## config.mk

```make
export PLATFORM = sky130hd
export DESIGN_NAME = dma_wr_req_gen
export DESIGN_NICKNAME = d
export VERILOG_FILES = /design/src/rtl/pcie_dma_pkg.sv /design/src/rtl/dma_wr_req_gen.sv
export SDC_FILE = /design/constraint.sdc
export NUM_CORES = 1
export LEC_CHECK = 0
export ABC_AREA = 1
export BUFFER_PORTS_ARGS = -buffer_cell sky130_fd_sc_hd__buf_2
export CAP_MARGIN = 0
export CORE_MARGIN = 2
export CORE_UTILIZATION = 45
export CTS_CLUSTER_DIAMETER = 120
export DETAILED_ROUTE_END_ITERATION = 8
export HOLD_SLACK_MARGIN = 0.03
export PLACE_DENSITY = 0.71
export SETUP_SLACK_MARGIN = 0.2
export SYNTH_ARGS = -nofsm -noshare
export SYNTH_HDL_FRONTEND = slang
export SYNTH_SLANG_ARGS = --single-unit
```

## constraint.sdc

```tcl
create_clock -name pcie_clk -period 4.1 [get_ports pcie_clk]
set_input_delay 0.82 -clock pcie_clk [delete_from_list [all_inputs] [get_ports pcie_clk]]
set_output_delay 0.82 -clock pcie_clk [all_outputs]
set_load 0.02 [all_outputs]
```

## src/rtl/pcie_dma_pkg.sv

```systemverilog
// Shared PCIe DMA definitions: FSM state type, DW size and chunk helper.
// The chunk helper is used by both the write and read request generators.
package pcie_dma_pkg;

    typedef enum logic [1:0] {
        ST_IDLE,
        ST_CALC,
        ST_REQ,
        ST_DONE
    } dma_state_e;

    localparam int unsigned DW_BYTES = 4;

    // Bytes to the next MPS-aligned boundary, capped by the bytes remaining.
    function automatic logic [31:0] dma_chunk(
        input logic [31:0] addr,
        input logic [31:0] rem,
        input logic [31:0] mps
    );
        logic [31:0] room;
        room = mps - (addr & (mps - 32'd1));
        return (rem < room) ? rem : room;
    endfunction

endpackage

```

## src/rtl/dma_wr_req_gen.sv

```systemverilog
// DMA write request generator: splits a transfer into MPS-bounded requests.
// Optional statistics counters are built when DMA_WR_STATS_EN is defined.
module dma_wr_req_gen
    import pcie_dma_pkg::*;
#(
    parameter int unsigned MAX_PAYLOAD_BYTES = 128
) (
    input  logic        pcie_clk,
    input  logic        pcie_rst,
    input  logic        dma_wr_start,
    input  logic [31:0] dma_wr_addr,
    input  logic [31:0] dma_wr_len,
    output logic        req_valid,
    input  logic        req_ready,
    output logic [31:0] req_addr,
    output logic [9:0]  req_len_dw,
    output logic        req_last,
    output logic        dma_wr_busy,
`ifdef DMA_WR_STATS_EN
    output logic [31:0] stat_req_cnt,
    output logic [15:0] stat_drop_cnt,
`endif
    output logic        dma_wr_done
);

    localparam logic [31:0] MPS     = 32'(MAX_PAYLOAD_BYTES);
    localparam logic [31:0] DW_MASK = ~32'(DW_BYTES - 1);

    dma_state_e  state_q;
    dma_state_e  state_d;
    logic [31:0] cur_addr;
    logic [31:0] rem;
    logic [31:0] chunk;
    logic [31:0] req_bytes;
    logic [31:0] start_addr;
    logic [31:0] start_len;
    logic        hs;

    assign start_addr = dma_wr_addr & DW_MASK;
    assign start_len  = dma_wr_len & DW_MASK;
    assign chunk      = dma_chunk(cur_addr, rem, MPS);
    assign req_bytes  = {20'd0, req_len_dw, 2'b00};

    assign req_valid   = (state_q == ST_REQ);
    assign hs          = req_valid && req_ready;
    assign dma_wr_busy = (state_q != ST_IDLE);
    assign dma_wr_done = (state_q == ST_DONE);

    always_ff @(posedge pcie_clk) begin
        if (pcie_rst) begin
            state_q <= ST_IDLE;
        end else begin
            state_q <= state_d;
        end
    end

    always_comb begin
        state_d = state_q;
        unique case (state_q)
            ST_IDLE: begin
                if (dma_wr_start) begin
                    state_d = (start_len != 32'd0) ? ST_CALC : ST_DONE;
                end
            end
            ST_CALC: state_d = ST_REQ;
            ST_REQ: begin
                if (req_ready) begin
                    state_d = req_last ? ST_DONE : ST_CALC;
                end
            end
            ST_DONE: state_d = ST_IDLE;
            default: state_d = ST_IDLE;
        endcase
    end

    // The request registers double as the chunk store for the handshake update.
    always_ff @(posedge pcie_clk) begin
        if (pcie_rst) begin
            cur_addr   <= '0;
            rem        <= '0;
            req_addr   <= '0;
            req_len_dw <= '0;
            req_last   <= 1'b0;
        end else begin
            unique case (state_q)
                ST_IDLE: begin
                    if (dma_wr_start) begin
                        cur_addr <= start_addr;
                        rem      <= start_len;
                    end
                end
                ST_CALC: begin
                    req_addr   <= cur_addr;
                    req_len_dw <= 10'(chunk >> 2);
                    req_last   <= (chunk == rem);
                end
                ST_REQ: begin
                    if (req_ready) begin
                        cur_addr <= cur_addr + req_bytes;
                        rem      <= rem - req_bytes;
                    end
                end
                default: ;
            endcase
        end
    end

`ifdef DMA_WR_STATS_EN
    always_ff @(posedge pcie_clk) begin
        if (pcie_rst) begin
            stat_req_cnt  <= '0;
            stat_drop_cnt <= '0;
        end else begin
            if (hs) begin
                stat_req_cnt <= stat_req_cnt + 32'd1;
            end
            if (dma_wr_start && dma_wr_busy && stat_drop_cnt != 16'hFFFF) begin
                stat_drop_cnt <= stat_drop_cnt + 16'd1;
            end
        end
    end
`endif

endmodule

```

==> impl_metrics.json <==
{
  "num-fill-cells": 1575,
  "r2r-start": "state_q[0]$_SDFFE_PP0P_",
  "leakage_nw": 3.49,
  "hold_path_startpoint": "cur_addr[31]$_SDFFE_PP0P_",
  "yosysTopAreaCell": "dfxtp_1",
  "cap_violations": 0,
  "gr-usage-met1": 0.347,
  "cts-root-buf": "clkbuf_16",
  "min_path_type": "flip-flop to flip-flop",
  "finalWorstSetupSlack_ps": 1260,
  "firstDrtPassIters": 5,
  "post-place-ws_ps": 1310,
  "fin_tns_setup_ps": 0,
  "syn_to_final_growth_pct": 13.0,
  "synth_area_leaders": "dfxtp_1 (31%), nand2_1 (12%), nor2_1 (10%)",
  "final_cells": 1333,
  "gp_congestion": 0.936,
  "synth_edf_count": 0,
  "core_um2": 14500,
  "final_hold_viol_count": 0,
  "ys_seq_area_frac": 0.307,
  "diodes": 0,
  "die_w_um": 126,
  "cp_cell_sequence": "nor2_2, inv_2, or2_1, o21ai_1, nor2_2, buf_4, inv_2, buf_4, nor2_1, o21ai_0, a21oi_1",
  "fin_nets": 1242,
  "synthTopCellsByCount": "nand2_1 (212), nor2_1 (180), a21oi_1 (111)",
  "r2r_slack_ps": 1260,
  "use_met3": 0.0404,
  "numCtsBuffers": 9,
  "ir_drop_mv": 0.244,
  "fin_skew_ps": 10.0,
  "rows": 44,
  "portBuffers": 107,
  "drc": 0,
  "worstPathRequired_ps": 4380,
  "rsz0062_at_grt": "false",
  "yosys.cell_types.count": 37,
  "holdPathEnd": "cur_addr[31]$_SDFFE_PP0P_",
  "fin_crit_sh": 0.692,
  "cts_tree": "built",
  "dieArea_um2": 15900,
  "post-place-cells": 1317,
  "max_freq_mhz": 353,
  "dp_hpwl_um": 14300,
  "syn_area_per_cell_um2": 6.29,
  "fin_crit_ps": 2840,
  "grt_max_degree": 57,
  "cp_max_fo": 39,
  "grt_pass1_wl_um": 32000,
  "die_height_um": 126,
  "cp.arrival_ps": 3120,
  "status": "complete, no violations",
  "synth_seq_cells": 103,
  "async_flop_share": 0,
  "avgViaCountPerCell": 5.35,
  "cp_slowest_cell": "inv_2",
  "grt_pass1_vias": 6445,
  "antenna_found_initial": 0,
  "met2_usage": 0.395,
  "initial_utilization": 0.462,
  "busiest_layer": "met2",
  "final_layout_size_suffix_gt1_frac": 0.126,
  "slew_headroom": 0.174,
  "worst-setup-path-type": "flip-flop to flip-flop",
  "synthFlopType": "dfxtp_1",
  "drt_iter0_drc": 603,
  "clock_path_buffers": 2,
  "drtAntennaViolNets": 0,
  "tightestPinTransition_ps": 1240,
  "final-max-slew-violation-count": 0,
  "cts_setup_buffers": 0,
  "slowest_delay_ps": 470,
  "synth_top_cell_area_share": 0.307,
  "num_vias": 7127,
  "io_pins": 114,
  "critical_path_buf_inv_count": 4,
  "crit_family": "buffers and inverters",
  "insertion_delay_ps": 360,
  "startpoint_type": "flip-flop",
  "worstReg2RegEnd": "rem[12]$_SDFFE_PP0P_",
  "postSynthCellCount": 1067,
  "syn-cell-area_um2": 6710,
  "drt-total-wl_um": 19600,
  "post_cts_resize_count": 0,
  "gr-total-overflow": 0,
  "cts_hold_buf": 0,
  "power_density_nw_per_um2": 523,
  "htreeDepth": 3,
  "path_clk_slew_ps": 70,
  "avgRoutedWirePerCell_um": 14.7,
  "yosysMostFrequentCell": "nand2_1",
  "ys_warn_count": 0,
  "ff2ff_path_depth": 11,
  "setup_viol": 0,
  "track_usage": 0.247,
  "worstHoldPathCells": 2,
  "clock-sinks": 103,
  "end_kind": "flip-flop"
}
==> kinds of logic after synthesis <==
logic type | after synthesis | synth area share
and+or+nand+nor | 519 | 0.324
AOI/OAI and AO/OA | 238 | 0.186
buffers and inverters | 154 | 0.0948
DFF | 103 | 0.307
adders and majority gates | 30 | 0.0582
xor gates and xnor gates | 22 | 0.0287
other | 1 | 0.000559
==> flip-flops by register name, indices dropped and copies added (netlist names) <==
register,flops
cur_addr,30
rem,30
req_addr,30
req_len_dw,10
state_q,2
req_last,1
==> metrics by stage <==
stage | hold WS, ps | power, W | util | area (um^2)
global placement | 452 | 0.00309 | 0.502 | 7300
detailed placement | 457 | 0.00312 | 0.502 | 7300
floorplan | 444 | 0.00268 | - | 6710
global route | 507 | 0.00428 | 0.522 | 7580
CTS | 468 | 0.00397 | 0.522 | 7580
finish | 466 | 0.00397 | 0.522 | 7580
==> power breakdown <==
part	total [W]	internal, W	switching [W]
clock network	0.000845	0.000431	0.000414
logic	0.00176	0.000601	0.00116
registers	0.00137	0.00118	0.000188
==> cell usage in the layout (no fill, tap or decap), types with 2 or more instances in the layout <==
master      Yosys  final
a21o_1          3      3
clkinv_2        0      2
xor2_1         17     17
nand2_1       212    212
or2_1           2      2
nor2_4          1      2
conb_1          1      2
nand4_1        15     15
nand3b_1        4      4
inv_2           2      2
a21oi_1       111    111
dfxtp_1       103    102
nor2_2          4      5
nand3_1        59     59
clkinvlp_4      0      2
xnor2_1         5      5
fa_1            2      2
inv_6           0      2
o21ai_1        11     11
o22ai_1        13     13
buf_2           4    107
o21ai_0        86     86
nor3_1         25     25
a211oi_1        7      7
nor2_1        180    178
nand2_2         3      3
clkbuf_16       0      9
buf_4           8      7
o211ai_1        4      4
ha_1           28     28
nor4_1         11     11
inv_1         103    103
==> metal layers <==
metal | vias up | routed length, um
met5 | - | 0
met4 | 0 | 269
met3 | 22 | 943
met2 | 182 | 8800
met1 | 3247 | 9560
li1 | 3676 | -
==> worst max-delay path by stage <==
stage | to | start | depth (start not counted)
after floorplan | req_len_dw[0]$_SDFFE_PP0P_ | cur_addr[2]$_SDFFE_PP0P_ | 16
after global placement | rem[12]$_SDFFE_PP0P_ | req_ready | 10
after detailed placement | cur_addr[20]$_SDFFE_PP0P_ | req_ready | 10
after CTS | req_last$_SDFFE_PP0P_ | cur_addr[2]$_SDFFE_PP0P_ | 16
after global routing | req_last$_SDFFE_PP0P_ | cur_addr[2]$_SDFFE_PP0P_ | 16
final | rem[12]$_SDFFE_PP0P_ | state_q[0]$_SDFFE_PP0P_ | 11
==> worst register-to-register path, delay by kind of cell (launching register included) <==
family	cells	cell delay, ps
buffers and inverters	4	1520
AO/OA/AOI/OAI	3	310
AND/OR/NAND/NOR	4	480
flip-flops	1	450
==> layout make-up <==
cell class,instances,area (um^2),area share
Clock inverter,6,42.5,0.00561
Clock buffer,10,239,0.0315
Sequential cell,103,2060,0.272
Tap cell,184,230,0.0304
Timing Repair Buffer,114,588,0.0776
Inverter,105,394,0.0520
Multi-Input combinational cell,811,4020,0.531
Note: power is estimated with default switching activity, not from simulation.
